--- src/rtl/spi_slave.sv ---
// spi_slave: SPI slave with synchronized pads, latched per-frame config and a one-word tx holding buffer
module spi_slave #(
  parameter int SPI_MAX_CHAR      = 32,
  parameter int SPI_CHAR_LEN_BITS = 5
) (
  input  logic                         clk,
  input  logic                         reset,
  input  logic                         ss_pad_i,
  input  logic                         sclk_pad_i,
  input  logic                         mosi_pad_i,
  output logic                         miso_pad_o,
  output logic                         miso_oe_o,
  input  logic [SPI_CHAR_LEN_BITS-1:0] char_len_i,
  input  logic                         lsb_i,
  input  logic                         tx_negedge_i,
  input  logic                         rx_negedge_i,
  input  logic [SPI_MAX_CHAR-1:0]      tx_data_i,
  input  logic                         tx_valid_i,
  output logic                         tx_ready_o,
  output logic [SPI_MAX_CHAR-1:0]      rx_data_o,
  output logic                         rx_valid_o,
  output logic                         underrun_o,
  output logic                         abort_o,
  output logic                         busy_o
);
  localparam int CW = $clog2(SPI_MAX_CHAR + 1);
  localparam int IW = $clog2(SPI_MAX_CHAR);
  localparam logic [0:0] IDLE  = 1'b0;
  localparam logic [0:0] SHIFT = 1'b1;
  logic [2:0]              r_ss_s, r_sclk_s, r_mosi_s;
  logic [0:0]              r_state;
  logic [CW-1:0]           r_len, r_rx_cnt, r_tx_idx;
  logic                    r_lsb, r_txn, r_rxn;
  logic [SPI_MAX_CHAR-1:0] r_tx_sr, r_rx_sr, r_buf, r_rx_data;
  logic                    r_buf_full, r_rx_valid, r_underrun, r_abort;
  logic                    w_ss_fall, w_ss_rise, w_sclk_rise, w_sclk_fall, w_shift;
  logic                    w_enter, w_leave, w_rx_edge, w_tx_edge, w_done, w_start, w_load;
  logic [CW-1:0]           w_len_cfg, w_cnt_inc;
  logic [IW-1:0]           w_rx_widx, w_tx_widx;
  logic [SPI_MAX_CHAR-1:0] w_rx_word;
  assign w_ss_fall   = r_ss_s[2] & ~r_ss_s[1];
  assign w_ss_rise   = ~r_ss_s[2] & r_ss_s[1];
  assign w_sclk_rise = ~r_sclk_s[2] & r_sclk_s[1];
  assign w_sclk_fall = r_sclk_s[2] & ~r_sclk_s[1];
  assign w_shift     = r_state == SHIFT;
  assign w_enter     = ~w_shift & w_ss_fall;
  assign w_leave     = w_shift & w_ss_rise;
  assign w_rx_edge   = w_shift & (r_rxn ? w_sclk_fall : w_sclk_rise);
  assign w_tx_edge   = w_shift & (r_txn ? w_sclk_fall : w_sclk_rise);
  assign w_cnt_inc   = r_rx_cnt + CW'(1);
  assign w_done      = w_rx_edge & (w_cnt_inc == r_len);
  assign w_start     = w_enter | (w_done & ~w_ss_rise);
  assign w_load      = tx_valid_i & ~r_buf_full;
  assign w_len_cfg   = (char_len_i == '0) ? CW'(SPI_MAX_CHAR) : CW'(char_len_i);
  // line bit k lives at word bit k (LSB first) or L-1-k (MSB first)
  assign w_rx_widx   = IW'(r_lsb ? r_rx_cnt : r_len - CW'(1) - r_rx_cnt);
  assign w_tx_widx   = IW'(r_lsb ? r_tx_idx : r_len - CW'(1) - r_tx_idx);
  always_comb begin
    w_rx_word            = r_rx_sr;
    w_rx_word[w_rx_widx] = r_mosi_s[2];
  end
  always_ff @(posedge clk) begin
    if (reset) begin
      r_ss_s     <= '0;
      r_sclk_s   <= '0;
      r_mosi_s   <= '0;
      r_state    <= IDLE;
      r_len      <= '0;
      r_lsb      <= 1'b0;
      r_txn      <= 1'b0;
      r_rxn      <= 1'b0;
      r_rx_cnt   <= '0;
      r_tx_idx   <= '0;
      r_tx_sr    <= '0;
      r_rx_sr    <= '0;
      r_buf      <= '0;
      r_buf_full <= 1'b0;
      r_rx_data  <= '0;
      r_rx_valid <= 1'b0;
      r_underrun <= 1'b0;
      r_abort    <= 1'b0;
    end else begin
      r_ss_s     <= {r_ss_s[1:0], ss_pad_i};
      r_sclk_s   <= {r_sclk_s[1:0], sclk_pad_i};
      r_mosi_s   <= {r_mosi_s[1:0], mosi_pad_i};
      r_state    <= w_enter ? SHIFT : (w_leave ? IDLE : r_state);
      if (w_enter) begin
        r_len <= w_len_cfg;
        r_lsb <= lsb_i;
        r_txn <= tx_negedge_i;
        r_rxn <= rx_negedge_i;
      end
      r_rx_cnt   <= (w_start | w_leave) ? '0 : (w_rx_edge ? w_cnt_inc : r_rx_cnt);
      // with tx and rx on the same edge the tx side already sees this cycle's sample
      r_tx_idx   <= (w_start | w_leave | w_done) ? '0 :
                    (w_tx_edge ? ((r_txn == r_rxn) ? w_cnt_inc : r_rx_cnt) : r_tx_idx);
      r_rx_sr    <= (w_start | w_leave) ? '0 : (w_rx_edge ? w_rx_word : r_rx_sr);
      if (w_done) r_rx_data <= w_rx_word;
      if (w_start) r_tx_sr <= r_buf_full ? r_buf : '0;
      r_buf_full <= w_start ? w_load : (r_buf_full | w_load);
      if (w_load) r_buf <= tx_data_i;
      r_rx_valid <= w_done;
      r_underrun <= w_start & ~r_buf_full;
      r_abort    <= w_leave & (r_rx_cnt != '0) & ~w_done;
    end
  end
  assign miso_pad_o = w_shift & r_tx_sr[w_tx_widx];
  assign miso_oe_o  = w_shift;
  assign busy_o     = w_shift;
  assign tx_ready_o = ~r_buf_full;
  assign rx_data_o  = r_rx_data;
  assign rx_valid_o = r_rx_valid;
  assign underrun_o = r_underrun;
  assign abort_o    = r_abort;
endmodule

--- config.mk ---
export PLATFORM = sky130hd
export DESIGN_NAME = spi_slave
export DESIGN_NICKNAME = d
export VERILOG_FILES = /design/src/rtl/spi_slave.sv
export SDC_FILE = /design/constraint.sdc
export NUM_CORES = 1
export LEC_CHECK = 0
export CORE_ASPECT_RATIO = 0.7
export CORE_MARGIN = 10
export CORE_UTILIZATION = 35
export CTS_CLUSTER_DIAMETER = 30
export DETAILED_ROUTE_END_ITERATION = 16
export PLACE_DENSITY = 0.62
export SLEW_MARGIN = 10
export SYNTH_ARGS = -nofsm -noshare
export SYNTH_HDL_FRONTEND = slang
export SYNTH_SLANG_ARGS = --single-unit
--- constraint.sdc ---
create_clock -name clk -period 3.9 [get_ports clk]
set_input_delay 0.78 -clock clk [delete_from_list [all_inputs] [get_ports clk]]
set_output_delay 0.78 -clock clk [all_outputs]
set_load 0.01 [all_outputs]
==> flow_summary.toml, run 1 <==
[floorplanning]
start_util = 0.3603
fp.dieH_um = 154.0
ios = 85
die_area_um2 = 32570
placementRows = 48
die-width_um = 211.5
coreArea_um2 = 24920

[timing]
finalMaxSlewViolations = 0
period_minus_slack_ps = 3760
fin_skew_ps = 15.99
tightest_slew_ps = 1173
setup_viol = 0
fmax_mhz = 265.9
worst_slack_ps = 139.8
hold_viol_final = 0
slew_headroom = 0.2159
period_share = 0.9642

[cts]
cts_sinks = 162
cts_hold_buf = 0
clk_latency_ps = 450
htreeDepth = 4
cts_buffers = 17
cts-root-buf = "clkbuf_16"
cts_tree = "yes"
cts_buffer_depth = 2
path_clk_slew_ps = 70

[setup_path]
startpoint_type = "register"
path_class = "register to output pin"
slowest_delay_ps = 590
cp-end-kind = "output pin"
arrival_ps = 2980
path_max_fanout = 4
path_cells = "inv_1 > ha_4 > inv_2 > fa_2 > nor2_2 > a2bb2oi_2 > buf_4 > a211oi_1 > nor4_1 > mux2i_1 > o22ai_1 > buf_2"
cp.required_ps = 3120
r2r_cells = 11
cp_slowest_cell = "fa_2"

[logic_synthesis]
ys_seq_area_frac = 0.3612
synthCells = 1138
synth_top_area_frac = 0.3612
synthArstFlopShare = 0
synth_edf_count = 0
yosys_warnings = 0
yosys.area.top_type = "dfxtp_1"
synth_most_common_cell = "dfxtp_1"
ys_top_cells_by_count = "dfxtp_1 (162), nand2_1 (115), a21oi_1 (109)"
post_synth_main_area_contributors = "dfxtp_1 (36%), a21oi_1 (6.1%), o211ai_1 (5.4%), nand2_1 (4.8%), nand3_1 (4.2%)"
ys_ff_latch = 162
synthFlopType = "dfxtp_1"
ys_types = 68
syn-cell-area_um2 = 8980
syn_avg_cell_area_um2 = 7.891
synth_nets = 1197

[status]
outcome = "finished, final reports clean"

[final_layout]
antennaDiodeCount = 0
drive_gt1_frac = 0.1090
syn2layout_area_growth_pct = 21.00
nets = 1229

[drt]
vias_per_cell = 5.969
vias = 9002
drtAntennaViolNets = 0
drtPass1Iterations = 5
drt-wirelength-per-cell_um = 19.42
routed_wl_mm = 29.29
drc = 0
drt-initial-drc-count = 929

[grt]
antenna_found_initial = 0
grt_pass1_vias = 8292
grt_pass1_wl_mm = 46.27
grt_max_degree = 69
grtUsageTotal = 0.1748
grt_overflow = 0

[power_and_ir_drop]
p_per_area_nw_per_um2 = 360.5
power_leakage_uw = 0.003520
power.total_uw = 3917
max-vdd-ir-drop_mv = 0.3379

[place]
routabilityCongestion = 0.9247
portBuffers = 84
pre_cts_ws_ps = -45.87
hpwlAfterDp_mm = 20.15

[run]
maxCapViolCount = 0

[min_path]
hold_path_class = "register to register"
whs_path_depth = 1
worst max-delay path: cells and delay by family (launching register included):
family	cells	cell delay, ps
adders and majority gates	2	860
and+or+nand+nor	2	350
DFF	1	330
muxes	1	130
buffers and inverters	4	430
AOI/OAI and AO/OA	3	450
layout make-up:
| class | count | area (um^2) |
|---|---|---|
| repair buffers | 136 | 1261 |
| fillers | 2434 | 14060 |
| well taps | 325 | 406.6 |
| clock buffers | 17 | 425.4 |
| multi-input cells | 820 | 5223 |
| flip-flops and latches | 162 | 3246 |
| inverters | 33 | 123.9 |
| clock inverters | 15 | 180.2 |
final timing paths:
kind | slack [ps] | endpoint | startpoint
setup reg to reg | 280 | rx_data_o[5] | r_len[0]
setup / recovery | 140 | miso_pad_o | r_len[0]
hold reg to reg | 440 | r_mosi_s[2] | r_mosi_s[1]
hold / removal | 440 | r_mosi_s[2] | r_mosi_s[1]
state kept, by name, indices dropped and copies added, names as in the netlist, 3 cells and up:
name,count
r_buf,32
r_rx_sr,32
r_tx_sr,32
rx_data_o,32
r_len,6
r_rx_cnt,6
r_tx_idx,5
r_mosi_s,3
r_sclk_s,3
r_ss_s,3
report_power, final:
part	leakage, uW	internal, uW	switching (uW)	total, uW
Combinational	0.00192	171	334	505
Sequential	0.00131	1680	21.6	1700
Clock	0.000292	869	840	1710
Total	0.00352	2720	1200	3920
layer usage:
metal  track usage  share of wire  up-vias  wire (um)
met3       0.04529          0.085       34       2485
met5             0              0        -          0
met2        0.2416           0.41      364      12070
met1        0.2570           0.49     4304      14280
li1              -              -     4300          -
met4       0.04882          0.016        0        454
per-stage QoR:
step                instances  TNS, ps  hold slack, ps  area [um^2]  utilization
finish                   1508        0           438.6        10870       0.4359
floorplan                1138        0           413.8         8980            -
global route             1508   -24.00           458.4        10870       0.4359
CTS                      1505        0           443.6        10770       0.4322
detailed placement       1472   -45.87           426.3        10140       0.4068
global placement         1472        0           424.9        10130       0.4065
cells by family after synthesis:
| kind of cell | synth area share |
|---|---|
| AO/OA/AOI/OAI | 0.2444 |
| XOR/XNOR | 0.02647 |
| adder cells (fa/ha/maj) | 0.01979 |
| buffers and inverters | 0.07468 |
| flip-flops | 0.3612 |
| multiplexers | 0.009057 |
| AND/OR/NAND/NOR | 0.2645 |
placed cells by master (no fill, tap or decap), types with 3 or more instances in the layout:
| master | n |
|---|---|
| o21ai_0 | 6 |
| o211ai_1 | 64 |
| a211oi_1 | 19 |
| xor2_1 | 3 |
| clkdlybuf4s50_1 | 82 |
| clkbuf_16 | 17 |
| o2111ai_1 | 17 |
| dfxtp_1 | 160 |
| mux2i_1 | 6 |
| inv_8 | 5 |
| inv_1 | 29 |
| buf_12 | 3 |
| nor2b_1 | 28 |
| buf_4 | 50 |
| o41ai_1 | 16 |
| xnor2_1 | 14 |
| a221o_1 | 16 |
| ha_1 | 8 |
| inv_6 | 3 |
| nand3_1 | 76 |
| a31oi_1 | 44 |
| nor3_1 | 48 |
| and3_1 | 32 |
| a31o_2 | 4 |
| a21oi_1 | 109 |
| clkinv_8 | 5 |
| nor2_1 | 37 |
| nor4_1 | 21 |
| nand2_1 | 115 |
| nand4_1 | 49 |
| nand2b_1 | 25 |
timing repair:
item,in CTS,in global routing
gates resized for setup,10,14
setup endpoints to repair,1,1
setup buffers,1,3
pin swaps,6,9
cloned,0,0
(Power assumes the default switching activity.)
==> run 2: changes to the inputs <==
--- a/config.mk
+++ b/config.mk
@@ -5,6 +5,7 @@
 export SDC_FILE = /design/constraint.sdc
 export NUM_CORES = 1
 export LEC_CHECK = 0
+export ABC_AREA = 0
 export CORE_ASPECT_RATIO = 0.7
 export CORE_MARGIN = 10
 export CORE_UTILIZATION = 35
==> results of run 2 <==
Final layout, timing and power as in run 1 (identical DEF).
==> run 3: changes to the inputs <==
--- a/config.mk
+++ b/config.mk
@@ -11,7 +11,6 @@
 export CORE_UTILIZATION = 35
 export CTS_CLUSTER_DIAMETER = 30
 export DETAILED_ROUTE_END_ITERATION = 16
-export PLACE_DENSITY = 0.62
 export SLEW_MARGIN = 10
 export SYNTH_ARGS = -nofsm -noshare
 export SYNTH_HDL_FRONTEND = slang
==> run 3 against run 2 <==
Net effect: count of clock-buffer cells in the layout rose by 1; die area stayed put; largest power group unchanged; critical path depth did not move; combinational power increased by 2%; hold slack better by 5.0 ps.
==> flow_summary.toml, run 3 (synthesized netlist as in run 1, its figures left out) <==
[status]
outcome = "finished, final reports clean"

[cts]
cts_buffer_depth = 2
clk_latency_ps = 440
path_clk_slew_ps = 70
cts_sinks = 162
htreeDepth = 4
cts_tree = "yes"
cts-root-buf = "clkbuf_16"
cts_buffers = 17

[setup_path]
r2r-end = "r_rx_sr[6]"
cp-end-kind = "output pin"
r2r_slack_ps = 410
path_max_fanout = 4
crit_end = "miso_pad_o"
r2r_start = "r_len[1]"
crit_start = "r_len[0]"
startpoint_type = "register"
path_class = "register to output pin"
cp.required_ps = 3120
cp_slowest_cell = "fa_2"
path_cells = "inv_2 > ha_4 > inv_4 > fa_2 > xor2_4 > o32a_1 > buf_6 > a211oi_2 > nor4_1 > mux2i_1 > o22ai_1 > buf_2"
arrival_ps = 3020
r2r_cells = 12
slowest_delay_ps = 410

[timing]
tightest_slew_ps = 966.8
holdWs_ps = 443.7
setup-tns-final_ps = 0
fin_skew_ps = 14.68
fmax_mhz = 263.5
setup_viol = 0
finalMaxSlewViolations = 0
slew_headroom = 0.3555
worst_slack_ps = 104.3
hold_viol_final = 0
rsz0062_at_grt = "true"
period_share = 0.9733
period_minus_slack_ps = 3796

[final_layout]
final_common_cell = "dfxtp_1"
layout_common_cells = "dfxtp_1 (160), nand2_1 (114), a21oi_1 (109), clkdlybuf4s50_1 (82), nand3_1 (76)"
multi_input_comb_area_um2 = 5226
antennaDiodeCount = 0
syn2layout_area_growth_pct = 21.57
drive_gt1_frac = 0.1147
instances_no_fill = 1511
nets = 1232
regArea_um2 = 3246
fillerInstances = 2463
final_util = 0.4380

[place]
portBuffers = 84
routabilityCongestion = 0.8692
hpwlAfterDp_mm = 19.99
dp_cells = 1475
pre_cts_ws_ps = -31.92

[drt]
drc = 0
drt-wirelength-per-cell_um = 19.62
vias_per_cell = 5.989
vias = 9049
drtAntennaViolNets = 0
drt-initial-drc-count = 1155
routed_wl_mm = 29.65
drtPass1Iterations = 5

[floorplanning]
coreArea_um2 = 24920
die-width_um = 211.5
start_util = 0.3603
die_area_um2 = 32570
ios = 85
placementRows = 48
fp.dieH_um = 154.0

[grt]
antenna_found_initial = 0
grtUsageTotal = 0.1777
grt_max_degree = 88
grt_pass1_vias = 8340
grt_pass1_wl_mm = 47.34
grt_overflow = 0

[power_and_ir_drop]
pwr-share-comb = 0.129
p_per_area_nw_per_um2 = 365.0
max-vdd-ir-drop_mv = 0.2763
power_leakage_uw = 0.003554
p_seq_frac = 0.426
p_clk_frac = 0.445
p_switching_uw = 1145
p_int_uw = 2839
swShare = 0.2874

[run]
maxCapViolCount = 0

[min_path]
hold_path_class = "register to register"
run 3: cell types whose count changed in the layout (fill, tap and decap cells not counted), sizes merged:
cell	before	now
buf	54	57
bufinv	0	2
clkbuf	17	18
clkinv	8	6
clkinvlp	1	0
run 3: power by group through the flow:
stage | clock [uW] | sequential (uW) | combinational, uW
CTS | 1790 | 1700 | 499
global placement | 0 | 1740 | 484
finish | 1770 | 1700 | 513
floorplan | 0 | 1730 | 310
global route | 1860 | 1700 | 552
detailed placement | 0 | 1740 | 489
run 3: timing repair:
action	4_1_cts	5_1_grt
pin swaps	10	12
resized for setup	12	16
endpoints found under the setup margin	1	1
setup buffers	2	2
cloned	0	0
hold buffers	0	0
endpoints found under the hold margin	0	0
run 3: worst min-delay path by stage:
stage,depth (start not counted),startpoint,end
finish,1,r_ss_s[0],r_ss_s[1]
global route,1,r_mosi_s[1],r_mosi_s[2]
global placement,1,r_sclk_s[0],r_sclk_s[1]
detailed placement,1,r_mosi_s[1],r_mosi_s[2]
floorplan,1,r_mosi_s[0],r_mosi_s[1]
CTS,1,r_mosi_s[1],r_mosi_s[2]
run 3: stage by stage:
step | area [um^2] | power, uW
4_1_cts | 10850 | 3988
3_5_place_dp | 10170 | 2226
3_3_place_gp | 10170 | 2220
6_report | 10920 | 3984
2_1_floorplan | 8980 | 2041
5_1_grt | 10920 | 4118
run 3: layout make-up:
type	instances	share of cell area
tap	325	0.03725
clock buffer	18	0.04023
multi-input combinational	820	0.4787
timing repair buffer	139	0.1194
inverter	33	0.01158
clock inverter	14	0.01547
sequential	162	0.2973
run 3: worst max-delay path: cells and delay by family (launching register included):
family                   cells  cell delay [ps]
multiplexers                 1              140
flip-flops                   1              350
AND/OR/NAND/NOR              1              340
AO/OA/AOI/OAI                3              470
buffers and inverters        4              380
adder cells (fa/ha/maj)      2              680
XOR/XNOR                     1              230
run 3: layer usage:
metal	global-route usage	wire (um)	up-vias
li1	-	-	4320
met1	0.2650	14740	4334
met2	0.2457	12170	370
met3	0.04285	2408	25
met4	0.04473	333	0
met5	0	0	-
